$ cat src/rtl/tdm_mux8way.sv
// Eight-channel TDM serializer: captures a..h as one word and emits it
// a-first, one bit per cycle, with channel index and frame markers.
module tdm_mux8way #(
    parameter int FRAME_CNT_W = 8
) (
    input  logic                   clk,
    input  logic                   rst_n,
    input  logic                   a,
    input  logic                   b,
    input  logic                   c,
    input  logic                   d,
    input  logic                   e,
    input  logic                   f,
    input  logic                   g,
    input  logic                   h,
    input  logic                   load_valid,
    output logic                   load_ready,
    output logic                   out,
    output logic [2:0]             sel,
    output logic                   out_valid,
    output logic                   frame_start,
    output logic [FRAME_CNT_W-1:0] frame_count
);

    localparam logic [0:0] IDLE  = 1'b0;
    localparam logic [0:0] SHIFT = 1'b1;

    logic [0:0] state;
    logic [7:0] hold;
    logic [7:0] word;
    logic [2:0] next_sel;
    logic       last_bit;
    logic       accept;

    assign word       = {h, g, f, e, d, c, b, a};
    assign next_sel   = sel + 3'd1;
    assign last_bit   = (state == SHIFT) && (sel == 3'd7);
    assign load_ready = (state == IDLE) || last_bit;
    assign accept     = load_valid && load_ready;

    // Acceptance on the last bit reloads without a gap cycle.
    always_ff @(posedge clk or negedge rst_n) begin
        if (!rst_n) begin
            state       <= IDLE;
            hold        <= 8'd0;
            out         <= 1'b0;
            sel         <= 3'd0;
            out_valid   <= 1'b0;
            frame_start <= 1'b0;
            frame_count <= '0;
        end else begin
            if (last_bit) begin
                frame_count <= frame_count + FRAME_CNT_W'(1);
            end
            if (accept) begin
                state       <= SHIFT;
                hold        <= word;
                sel         <= 3'd0;
                out         <= a;
                out_valid   <= 1'b1;
                frame_start <= 1'b1;
            end else if ((state == SHIFT) && !last_bit) begin
                sel         <= next_sel;
                out         <= hold[next_sel];
                frame_start <= 1'b0;
            end else begin
                state       <= IDLE;
                sel         <= 3'd0;
                out         <= 1'b0;
                out_valid   <= 1'b0;
                frame_start <= 1'b0;
            end
        end
    end

endmodule
$ cat config.mk
export PLATFORM = sky130hd
export DESIGN_NAME = tdm_mux8way
export DESIGN_NICKNAME = d
export VERILOG_FILES = /design/src/rtl/tdm_mux8way.sv
export SDC_FILE = /design/constraint.sdc
export NUM_CORES = 1
export LEC_CHECK = 0
export CAP_MARGIN = 20
export CELL_PAD_IN_SITES_DETAIL_PLACEMENT = 0
export CELL_PAD_IN_SITES_GLOBAL_PLACEMENT = 1
export CORE_MARGIN = 10
export CORE_UTILIZATION = 34
export CTS_BUF_LIST = sky130_fd_sc_hd__clkbuf_8
export DETAILED_ROUTE_END_ITERATION = 8
export PLACE_DENSITY = 0.85
export SETUP_SLACK_MARGIN = 0.2
export SLEW_MARGIN = 15
export SYNTH_ARGS = -nofsm -noshare
export SYNTH_HDL_FRONTEND = slang
export SYNTH_SLANG_ARGS = --single-unit
$ cat constraint.sdc
create_clock -name clk -period 1.61 [get_ports clk]
set_input_delay 0.161 -clock clk [delete_from_list [all_inputs] [get_ports clk]]
set_output_delay 0.161 -clock clk [all_outputs]
set_load 0.01 [all_outputs]
# Word-level counts from Yosys, hierarchy flattened
# Index checks and enable logic that the tools add are counted.
# classes
n_addsub	2
magnitude_cmp	1
eq_ne	2
mux	9
bitwise	1
reduce_logical	5
# ops
cell	n
8-bit by 1-bit adder with 8-bit output, second input constant	1
1-bit 2-to-1 mux	6
3-bit 2-to-1 mux	2
3-bit by 4-bit less-than comparator with 1-bit output, second input constant	1
3-bit by 1-bit adder with 3-bit output, second input constant	1
1-bit binary-select mux with 3-bit select	1
3-bit equality test, second input constant	1
1-bit logical AND	3
2-bit inequality test, second input constant	1
1-bit logical NOT	1
1-bit logical OR	1
1-bit inverter	1
# totals
ff_bits	22
inputBits	11
out_inout_bits	15
elab_cells	26

# Longest topological paths before layout
# depth
word_depth	6
mapped_depth	6

# Worst setup path before layout
# OpenSTA, ideal clock, no wires.
# synth_timing
path_kind	register to register
from	reg sel[0]
to	reg hold[1]
arrival_ns	1.670
slack_ns	-0.185
path_stages_with_launch	7
path_buffers	1
synth_period_minus_slack_ns	1.795
path_cell_list	dfrtp_1 ha_1 ha_1 nand2b_1 buf_2 nand2_2 mux2_2
# synth_between
elab_chain_len	4
# synth_lines
element	line_no	text
from (decl)	19	output logic [2:0] sel,
from (signal assigned)	63	sel <= next_sel;
3-bit equality test	37	assign last_bit = (state == SHIFT) && (sel == 3'd7);
1-bit logical AND	37	
1-bit logical OR	38	assign load_ready = (state == IDLE) || last_bit;
net load_ready	17	output logic load_ready,
1-bit logical AND	39	assign accept = load_valid && load_ready;
to (signal assigned)	57	hold <= word;
to (decl)	29	logic [7:0] hold;
# The timed path passes the listed nets, and every way through them passes these cells.
# A chain may end at the register's enable or synchronous reset.

# Worst setup path after layout
# layout_timing
from	reg sel[0]
to	reg out
# layout_between
elab_chain_len	6
elab_cells_between_ends	11
# layout_lines
element	line_no	text
parallel branches: the longest is 5 deep, another holds 3-bit by 1-bit adder with 3-bit output	n/a	
1-bit 2-to-1 mux *	55	if (accept) begin
to (signal assigned)	64	out <= hold[next_sel];
to (decl)	18	output logic out,
# Every way passes the cells marked *. The select of a mux whose other input is x is not followed.

==> flow_metrics.py <==
metrics = {
    "run_status": {
        "status": "complete, no violations",
    },
    "sta": {
        "slew_viol_final": 0,
        "finalHoldViolCount": 0,
        "holdWs_ps": 233,
        "fin_tns_setup_ps": 0,
        "min_period_ps": 1510,
        "clock.fmax_mhz": 660,
        "fin_crit_sh_pct": 94.1,
        "fin_skew_ps": 2.92,
        "rsz0062_at_grt": "true",
        "fin_ws_ps": 95.2,
        "setup_violations": 0,
        "slew_headroom_pct": 72.3,
        "tightest_slew_ps": 415,
    },
    "clock_tree": {
        "cts_buffers": 3,
        "path_clk_slew_ps": 80,
        "htreeDepth": 1,
        "ctsLongestPathBuffers": 2,
        "cts_tree": "done",
        "clk_latency_ps": 270,
        "clkSinkCount": 22,
        "hold_buffers": 0,
        "cts-root-buf": "clkbuf_8",
    },
    "die": {
        "coreArea_um2": 2540,
        "initial_core_util_pct": 36.8,
        "die_h_um": 72.5,
        "die_area_um2": 5260,
        "die_w_um": 72.5,
        "io_pins": 26,
        "rows": 18,
    },
    "worst_setup_path": {
        "start_kind": "register",
        "cp.depth": 5,
        "crit_path_end_kind": "register",
        "slowest_stage": "dfrtp_2",
        "crit_top_cell": "ha_4",
        "timing.critical_path.cells": "ha_4 > ha_4 > mux4_1 > nor2_1 > o41ai_2",
        "reg2reg_depth": 5,
        "crit_arrival_ps": 1660,
        "worstSetupPathType": "reg2reg",
        "crit_family": "adder cells",
        "critPathBufInv": 0,
        "critical_path_peak_fanout": 3,
        "slowest_delay_ps": 430,
        "rrSetupSlack_ps": 100,
        "worstPathRequired_ps": 1750,
    },
    "power_and_ir_drop": {
        "clkPwrFrac_pct": 14.2,
        "seqPwrFrac_pct": 33.2,
        "powerDensity_nw_per_um2": 1810,
        "swShare_pct": 34.0,
        "power_frac_comb_pct": 52.6,
        "power.total_mw": 2.80,
        "intPower_mw": 1.84,
        "p_leak_nw": 0.750,
        "ir_drop_uv": 1180,
        "switchingPower_mw": 0.951,
    },
    "grt": {
        "grt_first_pass_wirelength_mm": 3.81,
        "grtUsageMet2_pct": 16.5,
        "busiest_layer": "met2",
        "grt_pass1_vias": 792,
        "grt_util_all_layers_pct": 9.33,
        "grt_util_met3_pct": 4.90,
        "antenna_found_initial": 0,
        "met1_usage_pct": 9.09,
        "grt_max_degree": 23,
        "grt-ovfl-total": 0,
    },
    "run": {
        "cap_violations": 0,
    },
    "cells_and_area": {
        "areaGrowthSynthToFinish_pct": 64.6,
        "num_antenna_cells": 0,
        "stdcell_count": 143,
        "fin_area_um2": 1540,
        "drive_above_1_share_pct": 38.9,
        "post-route-util_pct": 60.6,
        "final_nets": 128,
    },
    "detailed_routing": {
        "antenna_left": 0,
        "post_drt_wl_per_cell_um": 16.2,
        "drt-initial-drc-count": 17,
        "route.detailed.drc": 0,
        "dr_total_vias": 712,
        "wirelength_mm": 2.31,
        "drt-pass1-iter-count": 4,
        "viasPerCell": 4.98,
    },
    "placed_design": {
        "port-buffer-count": 25,
        "dpl.hpwl_mm": 1.67,
        "gp_congestion": 0.797,
        "placedCellCount": 130,
        "place_area_um2": 1320,
        "dp_slack_ps": -15.6,
    },
    "min_path": {
        "min_path_type": "in2async",
    },
    "synthesis": {
        "synth.yosys.seq_area_share_pct": 58.7,
        "synth_fp_nets": 86,
        "yosys_warnings": 0,
        "ys_top_cells_by_area": "dfrtp_1 59%, mux2_2 9.6%, ha_1 4.0%, xor2_1 3.7%, mux4_1 2.8%",
        "yosysUniqueCellTypes": 20,
        "synthesis.area_um2": 937,
        "synth_top_area_cell": "dfrtp_1",
        "ys_ff_latch": 22,
        "synthCells": 72,
        "synth_area_per_cell_um2": 13.0,
        "synth_top_area_share_pct": 58.7,
    },
}
synthesized netlist by cell type:
master,instances
a21bo_2,1
nand3_1,4
and3_1,1
xor2_1,4
o41ai_1,1
nor4_1,1
buf_2,1
xnor2_1,3
inv_1,5
nand2_2,1
mux4_1,1
dfrtp_1,22
and2b_4,2
mux2_2,8
nand2b_1,2
ha_1,3
nor2_1,5
nand2_1,3
nor3_1,2
a2111oi_0,2
state kept, by name, summed over array words and instances (netlist names):
name         count
frame_start      1
sel              3
frame_count      8
hold             8
state            1
out              1
power by group through the flow:
stage	logic, mW	registers, mW	clock network (mW)
floorplan	0.679	0.982	0
global placement	1.14	0.939	0
detailed placement	1.18	0.952	0
CTS	1.30	0.925	0.413
global route	1.60	0.961	0.434
finish	1.47	0.929	0.398
area by class of cell:
class	count	area, µm²
fill	212	1000
sequential	22	553
multi-input combinational	44	526
timing repair buffer	38	353
clock buffer	4	55.1
tap	30	37.5
inverter	5	18.8
timing repair:
action / 4_1_cts / 5_1_grt
gates resized for setup: 17 / 15
setup buffers: 7 / 2
pin swaps: 1 / 2
setup endpoints to repair: 21 / 18
worst paths after layout:
| kind | to | start |
|---|---|---|
| hold reg to reg | frame_count[7] | frame_count[7] |
| hold / removal | frame_count[4] | rst_n |
| setup / recovery | out | sel[0] |
| max in group asynchronous | state | rst_n |
| min in group clk | frame_count[7] | frame_count[7] |
| setup reg to reg | out | sel[0] |
layer usage:
layer / up-vias / wire, µm
li1: 330 / -
met1: 354 / 838
met2: 23 / 1230
met3: 5 / 209
met4: 0 / 31
met5: - / 0
cell usage in the layout, fill, tap and decap left out, types with 2 or more instances in the layout:
master	instances
dfrtp_1	20
clkdlybuf4s50_1	18
buf_4	11
mux2_4	7
inv_1	5
nor2_1	5
dlygate4sd2_1	5
xor2_1	4
clkbuf_8	4
xnor2_1	3
buf_6	3
and2b_4	2
a2111oi_2	2
nand3_4	2
nand3_1	2
nand2_1	2
ha_4	2
dfrtp_2	2
kinds of logic (layout without fill, tap and decap cells):
logic type      count (synthesis)  in the layout  synth area share [%]
compound gates                  4              4                  3.87
xor+xnor                        7              7                  6.54
fa+ha+maj                       3              3                  4.01
buf+inv                         6             47                  2.54
flops                          22             22                  58.7
mux                             9              9                  12.4
simple gates                   21             21                  11.9
No activity file was read; power rests on OpenSTA's default activity.
